### src/rtl/elevator_request_scheduler_pkg.sv
// Shared types and default sizing for the elevator request scheduler.
package elevator_pkg;

    localparam int NUM_FLOORS_DEF = 9;
    localparam int FLOOR_W_DEF    = 4;

    typedef logic [FLOOR_W_DEF-1:0] floor_t;

    typedef enum logic [1:0] {
        IDLE  = 2'd0,
        UP    = 2'd1,
        DOWN  = 2'd2,
        DWELL = 2'd3
    } sched_state_t;

endpackage

### src/rtl/elevator_request_scheduler_btn_sync_edge.sv
// Two-flop synchroniser per bit followed by a one-cycle rising-edge pulse,
// so a held button yields exactly one request.
module btn_sync_edge
    import elevator_pkg::*;
#(
    parameter int WIDTH = 1
) (
    input  logic             clk,
    input  logic             rst_n,
    input  logic [WIDTH-1:0] din,
    output logic [WIDTH-1:0] rise
);

    logic [WIDTH-1:0] meta_q, meta_d;
    logic [WIDTH-1:0] sync_q, sync_d;
    logic [WIDTH-1:0] prev_q, prev_d;

    always_comb begin
        meta_d = din;
        sync_d = meta_q;
        prev_d = sync_q;
    end

    always_ff @(posedge clk or posedge rst_n) begin
        if (rst_n) begin
            meta_q <= '0;
            sync_q <= '0;
            prev_q <= '0;
        end else begin
            meta_q <= meta_d;
            sync_q <= sync_d;
            prev_q <= prev_d;
        end
    end

    assign rise = sync_q & ~prev_q;

endmodule

### src/rtl/elevator_request_scheduler.sv
// SCAN-policy request scheduler: latches call-button presses, picks the next
// target floor for the movement FSM and times the door dwell at each stop.
module elevator_request_scheduler
    import elevator_pkg::*;
#(
    parameter int NUM_FLOORS   = NUM_FLOORS_DEF,
    parameter int FLOOR_W      = FLOOR_W_DEF,
    parameter int DWELL_CYCLES = 16
) (
    input  logic                  clk,
    input  logic                  rst_n,
    input  logic [NUM_FLOORS-1:0] call_btn,
    input  logic [FLOOR_W-1:0]    current_floor,
    input  logic                  idle,
    output logic [FLOOR_W-1:0]    target_floor,
    output logic [NUM_FLOORS-1:0] pending,
    output logic                  door_open,
    output logic                  dir_up
);

    localparam int DW_W = (DWELL_CYCLES > 1) ? $clog2(DWELL_CYCLES) : 1;

    sched_state_t          state_q, state_d;
    logic                  last_up_q, last_up_d;
    logic [NUM_FLOORS-1:0] pending_q, pending_d;
    logic [FLOOR_W-1:0]    target_q, target_d;
    logic                  door_q, door_d;
    logic                  dir_up_q, dir_up_d;
    logic [DW_W-1:0]       dwell_q, dwell_d;

    logic [NUM_FLOORS-1:0] rise, set_mask, clr_mask, here_mask;
    logic                  floor_ok, has_above, has_below, arrived;
    logic [FLOOR_W-1:0]    near_floor, low_above, high_below;

    btn_sync_edge #(.WIDTH(NUM_FLOORS)) u_sync (
        .clk   (clk),
        .rst_n (rst_n),
        .din   (call_btn),
        .rise  (rise)
    );

    function automatic logic [NUM_FLOORS-1:0] rel_mask(input logic [FLOOR_W-1:0] cf,
                                                       input int sel);
        logic [NUM_FLOORS-1:0] m;
        m = '0;
        for (int i = 0; i < NUM_FLOORS; i++) begin
            if (sel > 0)      m[i] = (i > int'(cf));
            else if (sel < 0) m[i] = (i < int'(cf));
            else              m[i] = (i == int'(cf));
        end
        return m;
    endfunction

    function automatic logic [FLOOR_W-1:0] lowest_above(input logic [NUM_FLOORS-1:0] p,
                                                        input logic [FLOOR_W-1:0] cf);
        logic [FLOOR_W-1:0] res;
        res = cf;
        for (int i = NUM_FLOORS - 1; i >= 0; i--)
            if (p[i] && i > int'(cf)) res = FLOOR_W'(i);
        return res;
    endfunction

    function automatic logic [FLOOR_W-1:0] highest_below(input logic [NUM_FLOORS-1:0] p,
                                                         input logic [FLOOR_W-1:0] cf);
        logic [FLOOR_W-1:0] res;
        res = cf;
        for (int i = 0; i < NUM_FLOORS; i++)
            if (p[i] && i < int'(cf)) res = FLOOR_W'(i);
        return res;
    endfunction

    // Ascending scan with <= lets the higher floor win a distance tie.
    function automatic logic [FLOOR_W-1:0] nearest(input logic [NUM_FLOORS-1:0] p,
                                                   input logic [FLOOR_W-1:0] cf);
        logic [FLOOR_W-1:0] res;
        int best, d;
        res  = cf;
        best = NUM_FLOORS + 1;
        for (int i = 0; i < NUM_FLOORS; i++) begin
            d = (i > int'(cf)) ? i - int'(cf) : int'(cf) - i;
            if (p[i] && d <= best) begin
                best = d;
                res  = FLOOR_W'(i);
            end
        end
        return res;
    endfunction

    always_comb begin
        state_d   = state_q;
        last_up_d = last_up_q;
        pending_d = pending_q;
        target_d  = target_q;
        door_d    = door_q;
        dwell_d   = dwell_q;
        clr_mask  = '0;

        floor_ok   = int'(current_floor) < NUM_FLOORS;
        here_mask  = rel_mask(current_floor, 0);
        has_above  = |(pending_q & rel_mask(current_floor, 1));
        has_below  = |(pending_q & rel_mask(current_floor, -1));
        near_floor = nearest(pending_q, current_floor);
        low_above  = lowest_above(pending_q, current_floor);
        high_below = highest_below(pending_q, current_floor);
        arrived    = idle && (current_floor == target_q) && |(pending_q & here_mask);

        // A press for the floor the car is parked at is already satisfied.
        set_mask = rise;
        if ((state_q == IDLE || state_q == DWELL) && idle)
            set_mask = rise & ~here_mask;

        if (floor_ok) begin
            case (state_q)
                IDLE: begin
                    target_d = current_floor;
                    if (pending_q != '0) begin
                        target_d = near_floor;
                        state_d  = (near_floor > current_floor) ? UP : DOWN;
                    end
                end
                UP, DOWN: begin
                    if (arrived) begin
                        clr_mask  = here_mask;
                        door_d    = 1'b1;
                        dwell_d   = DW_W'(DWELL_CYCLES - 1);
                        last_up_d = (state_q == UP);
                        state_d   = DWELL;
                    end else if (state_q == UP ? has_above : has_below) begin
                        target_d = (state_q == UP) ? low_above : high_below;
                    end else if (state_q == UP ? has_below : has_above) begin
                        target_d = (state_q == UP) ? high_below : low_above;
                        state_d  = (state_q == UP) ? DOWN : UP;
                    end else if (pending_q == '0) begin
                        target_d = current_floor;
                        state_d  = IDLE;
                    end
                end
                DWELL: begin
                    target_d = current_floor;
                    if (dwell_q == '0) begin
                        door_d = 1'b0;
                        if (last_up_q ? has_above : has_below)
                            state_d = last_up_q ? UP : DOWN;
                        else if (last_up_q ? has_below : has_above)
                            state_d = last_up_q ? DOWN : UP;
                        else
                            state_d = IDLE;
                    end else begin
                        dwell_d = dwell_q - 1'b1;
                    end
                end
                default: state_d = IDLE;
            endcase
            pending_d = (pending_q | set_mask) & ~clr_mask;
        end

        dir_up_d = (state_d == UP);
    end

    always_ff @(posedge clk or posedge rst_n) begin
        if (rst_n) begin
            state_q   <= IDLE;
            last_up_q <= 1'b0;
            pending_q <= '0;
            target_q  <= '0;
            door_q    <= 1'b0;
            dir_up_q  <= 1'b0;
            dwell_q   <= '0;
        end else begin
            state_q   <= state_d;
            last_up_q <= last_up_d;
            pending_q <= pending_d;
            target_q  <= target_d;
            door_q    <= door_d;
            dir_up_q  <= dir_up_d;
            dwell_q   <= dwell_d;
        end
    end

    assign target_floor = target_q;
    assign pending      = pending_q;
    assign door_open    = door_q;
    assign dir_up       = dir_up_q;

endmodule

### config.mk
export PLATFORM = sky130hd
export DESIGN_NAME = elevator_request_scheduler
export DESIGN_NICKNAME = d
export VERILOG_FILES = /design/src/rtl/elevator_request_scheduler_pkg.sv /design/src/rtl/elevator_request_scheduler_btn_sync_edge.sv /design/src/rtl/elevator_request_scheduler.sv
export SDC_FILE = /design/constraint.sdc
export NUM_CORES = 1
export LEC_CHECK = 0
export ABC_AREA = 1
export CAP_MARGIN = 20
export CORE_MARGIN = 3
export CORE_UTILIZATION = 59
export CTS_BUF_LIST = sky130_fd_sc_hd__clkbuf_2 sky130_fd_sc_hd__clkbuf_4 sky130_fd_sc_hd__clkbuf_8
export CTS_CLUSTER_DIAMETER = 80
export DETAILED_ROUTE_END_ITERATION = 8
export HOLD_SLACK_MARGIN = 0.06
export MAX_ROUTING_LAYER = met4
export PLACE_DENSITY = 0.89
export SLEW_MARGIN = 20
export SYNTH_ARGS = -nofsm -noshare
export SYNTH_HDL_FRONTEND = slang
export SYNTH_HIERARCHICAL = 1
export SYNTH_SLANG_ARGS = --single-unit
### constraint.sdc
create_clock -name clk -period 13.15 [get_ports clk]
set_clock_uncertainty 0.05 [all_clocks]
set_input_delay 2.63 -clock clk [delete_from_list [all_inputs] [get_ports clk]]
set_output_delay 2.63 -clock clk [all_outputs]
set_load 0.02 [all_outputs]
==> results.md <==
- Critical path's top delay family: simple AND/OR/NAND/NOR gates
- DP Cell Count: between 900 and 1,000
- Overall Global Routing Usage: 0.3048
- CTS tree: yes
- Gpl congestion: 0.9818
- # hold bufs at CTS: 0
- Row count: 33
- Pins over their slew limit: 0
- Area Overhead vs Synth: 19.29%
- Vias/cell: 5.730
- DR iter-0 viols: around 370
- Most frequent cell on the critical path: nand2_1
- Fillers: between 600 and 700
- Htree depth: 2
- WL/cell: around 15 um
- Clk slew on worst S/H paths: ~90 ps
- Detail Route Antenna Nets: 0
- Final hold vios: 0
- Worst hold path type: flop to flop
- Total Wirelength: around 15 mm
- Cell area after synthesis: about 0.0053 sq mm
- Die footprint: approximately 0.01 sq mm
- Async set-or-reset flop fraction in the synthesized netlist: 1.000
- Clk_lat worst skew: roughly 310 ps
- Register area share after synthesis: 0.2317
- Hold slack final: a little over 300 ps
- Tightest Pin Transition: around 940 ps
- Slowest-stage cell, CP: ha_1
- Synth Flop Type: dfrtp_1
- Synthesized area per cell: around 6.6 sq um
- Mapped Cells: 801
- Count of buffer and inverter cells on the critical path: 13
- Final setup viols: 0
- DIE HEIGHT: 100.7 um
- Fin cells: 980
- Total iterations of the first detailed-routing run: 5
- Highest Clock Rate: 80.26 MHz
- Initial antenna violation count: 0
- Antenna Cells: 0
- Worst path max stage delay: around 340 ps
- PortBufs: 30
- Max_cap viols: 0
- Number of synthesized flops with an enable pin: 0
- CP required: roughly 13,000 ps
- Rel. slew slack: 0.3738
- Minimum clock period: approximately 12,000 ps
- CTS Sinks: just under 50
- Crit Path Class: primary input to flop
- Status: finished clean
- First-pass GRT wire length: 24.49 mm
- # nets final: about 950
- Period utilization: 0.9475
- Final HPWL DP: about 12 mm
- Vias in the first global route: 5,470
- Peak fanout along the critical path: 10
- Post-synthesis cell type count: 48
- CP arrival: approximately 13,000 ps
- Syn Nets: ~870
- Largest net degree at the start of global routing: 28
- CTS Buffer Depth: 2
- Seq cells post-synth: just under 50
- Core area: ~0.0085 sq mm
- Via count: about 5,600
- Num ports: 31
- Total CTS buffers: 5
- Initial Util: 0.6253
- Ratio of cells with drive above 1 in the final layout: 0.2011
- Critical path launch point type: primary input
- Grt ovf: 0
- Synth warn: 6
- Post-route DRC: 0
- Root buffer cell: clkbuf_8
- Horiz. Die Dim: 100.7 um
- CP Capture Type: flop
## worst register-to-register path, delay by kind of cell, from the launching register on
kind,cells,cell delay [ps]
AND/OR/NAND/NOR,44,4080
adder cells (fa/ha/maj),9,2560
AO/OA/AOI/OAI,15,1530
buffers and inverters,12,1210
flip-flops,1,480
## final timing paths
check / startpoint / to / slack, ps / depth (start not counted)
setup / recovery: current_floor[2] / dir_up / 690 / 85
hold / removal: u_sync/meta_q[1] / u_sync/prev_d[1] / 300 / 0
setup reg to reg: pending[0] / dir_up / 3120 / 80
hold reg to reg: u_sync/meta_q[1] / u_sync/prev_d[1] / 300 / 0
max in group asynchronous: rst_n / u_sync/prev_d[8] / 9660 / 2
min in group asynchronous: rst_n / pending[5] / 2790 / 2
## cell usage in the layout (no fill, tap or decap), types with 3 or more instances in the layout
cell type / n
nand2_1: 164
inv_1: 122
nor2_1: 61
nand3_1: 59
o21ai_0: 52
buf_4: 52
ha_1: 50
dfrtp_1: 49
a21oi_1: 39
clkdlybuf4s50_1: 26
nand2_2: 23
nor2_2: 21
o21ai_2: 17
a31oi_1: 13
o21ai_1: 11
inv_2: 10
nand2_4: 8
nor3_1: 8
o211ai_1: 7
nand3_2: 7
a21oi_2: 6
clkbuf_8: 6
o22ai_1: 4
o2111ai_1: 4
xor2_1: 4
ha_2: 4
nand4_1: 3
ha_4: 3
## flip-flops by register name, summed over array words and instances (netlist names)
register and cells:
pending 9, state_q 2, u_sync/meta_q 9, dir_up 1, last_up_q 1, u_sync/prev_d 9, dwell_q 4, door_open 1
target_floor 4, u_sync/prev_q 9
## cell type report
| type | count | area [sq um] | share of cell area |
|---|---|---|---|
| multi-input cells | 598 | 3631 | 0.5751 |
| well taps | 105 | 131.4 | 0.02081 |
| clock inverters | 2 | 17.52 | 0.002774 |
| repair buffers | 84 | 700.7 | 0.1110 |
| clock buffers | 6 | 82.58 | 0.01308 |
| repair inverters | 1 | 7.507 | 0.001189 |
| inverters | 135 | 516.7 | 0.08185 |
| flip-flops and latches | 49 | 1226 | 0.1942 |
## logic make-up after synthesis
group	count (synthesis)	share of synthesized area
AND/OR/NAND/NOR	366	0.3215
AO/OA/AOI/OAI	167	0.1818
buffers and inverters	155	0.1184
adder cells (fa/ha/maj)	57	0.1348
flip-flops	49	0.2317
XOR/XNOR	6	0.009929
multiplexers	1	0.001891
## per-layer routing
metal | global-route usage | wire [um]
met4 | 0.1244 | 419
met2 | 0.5241 | 7286
met3 | 0.02907 | 789
met5 | - | 0
met1 | 0.3654 | 6180
## repair_timing
item / 4_1_cts / 5_1_grt
gates resized for setup: 9 / 69
setup endpoints to repair: 3 / 7
gates cloned: 0 / 2
buffers inserted: 0 / 15
pin swaps: 0 / 23
## through the flow
stage	utilization	area, sq um	setup slack (ps)	setup TNS (ps)
after floorplan	-	5296	43.91	0
after global placement	0.6976	5904	-26.85	-26.85
after detailed placement	0.6976	5904	-644.8	-1715
after CTS	0.7100	6010	17.01	0
after global routing	0.7459	6314	-137.9	-173.1
final	0.7459	6314	690.5	0
## synth_stat cells (5+ instances only)
| master | count | area [sq um] |
|---|---|---|
| o21ai_2 | 5 | 43.79 |
| nand2_2 | 18 | 112.6 |
| nand2_1 | 169 | 634.4 |
| o21ai_1 | 9 | 45.04 |
| nor3_1 | 8 | 40.04 |
| clkbuf_1 | 12 | 45.04 |
| a21oi_1 | 43 | 215.2 |
| a31oi_1 | 13 | 81.33 |
| nand3_1 | 60 | 300.3 |
| nand3_2 | 6 | 60.06 |
| nor2_2 | 14 | 87.58 |
| dfrtp_1 | 49 | 1226 |
| inv_2 | 6 | 22.52 |
| o21ai_0 | 66 | 330.3 |
| ha_1 | 57 | 713.2 |
| inv_1 | 127 | 476.7 |
| nor2_1 | 70 | 262.8 |
| xor2_1 | 5 | 43.79 |
| o211ai_1 | 7 | 52.55 |
| nand2_4 | 8 | 90.09 |
Power is not shown: default switching activity piles up to over one toggle a cycle in this logic, so the estimate is an artifact.
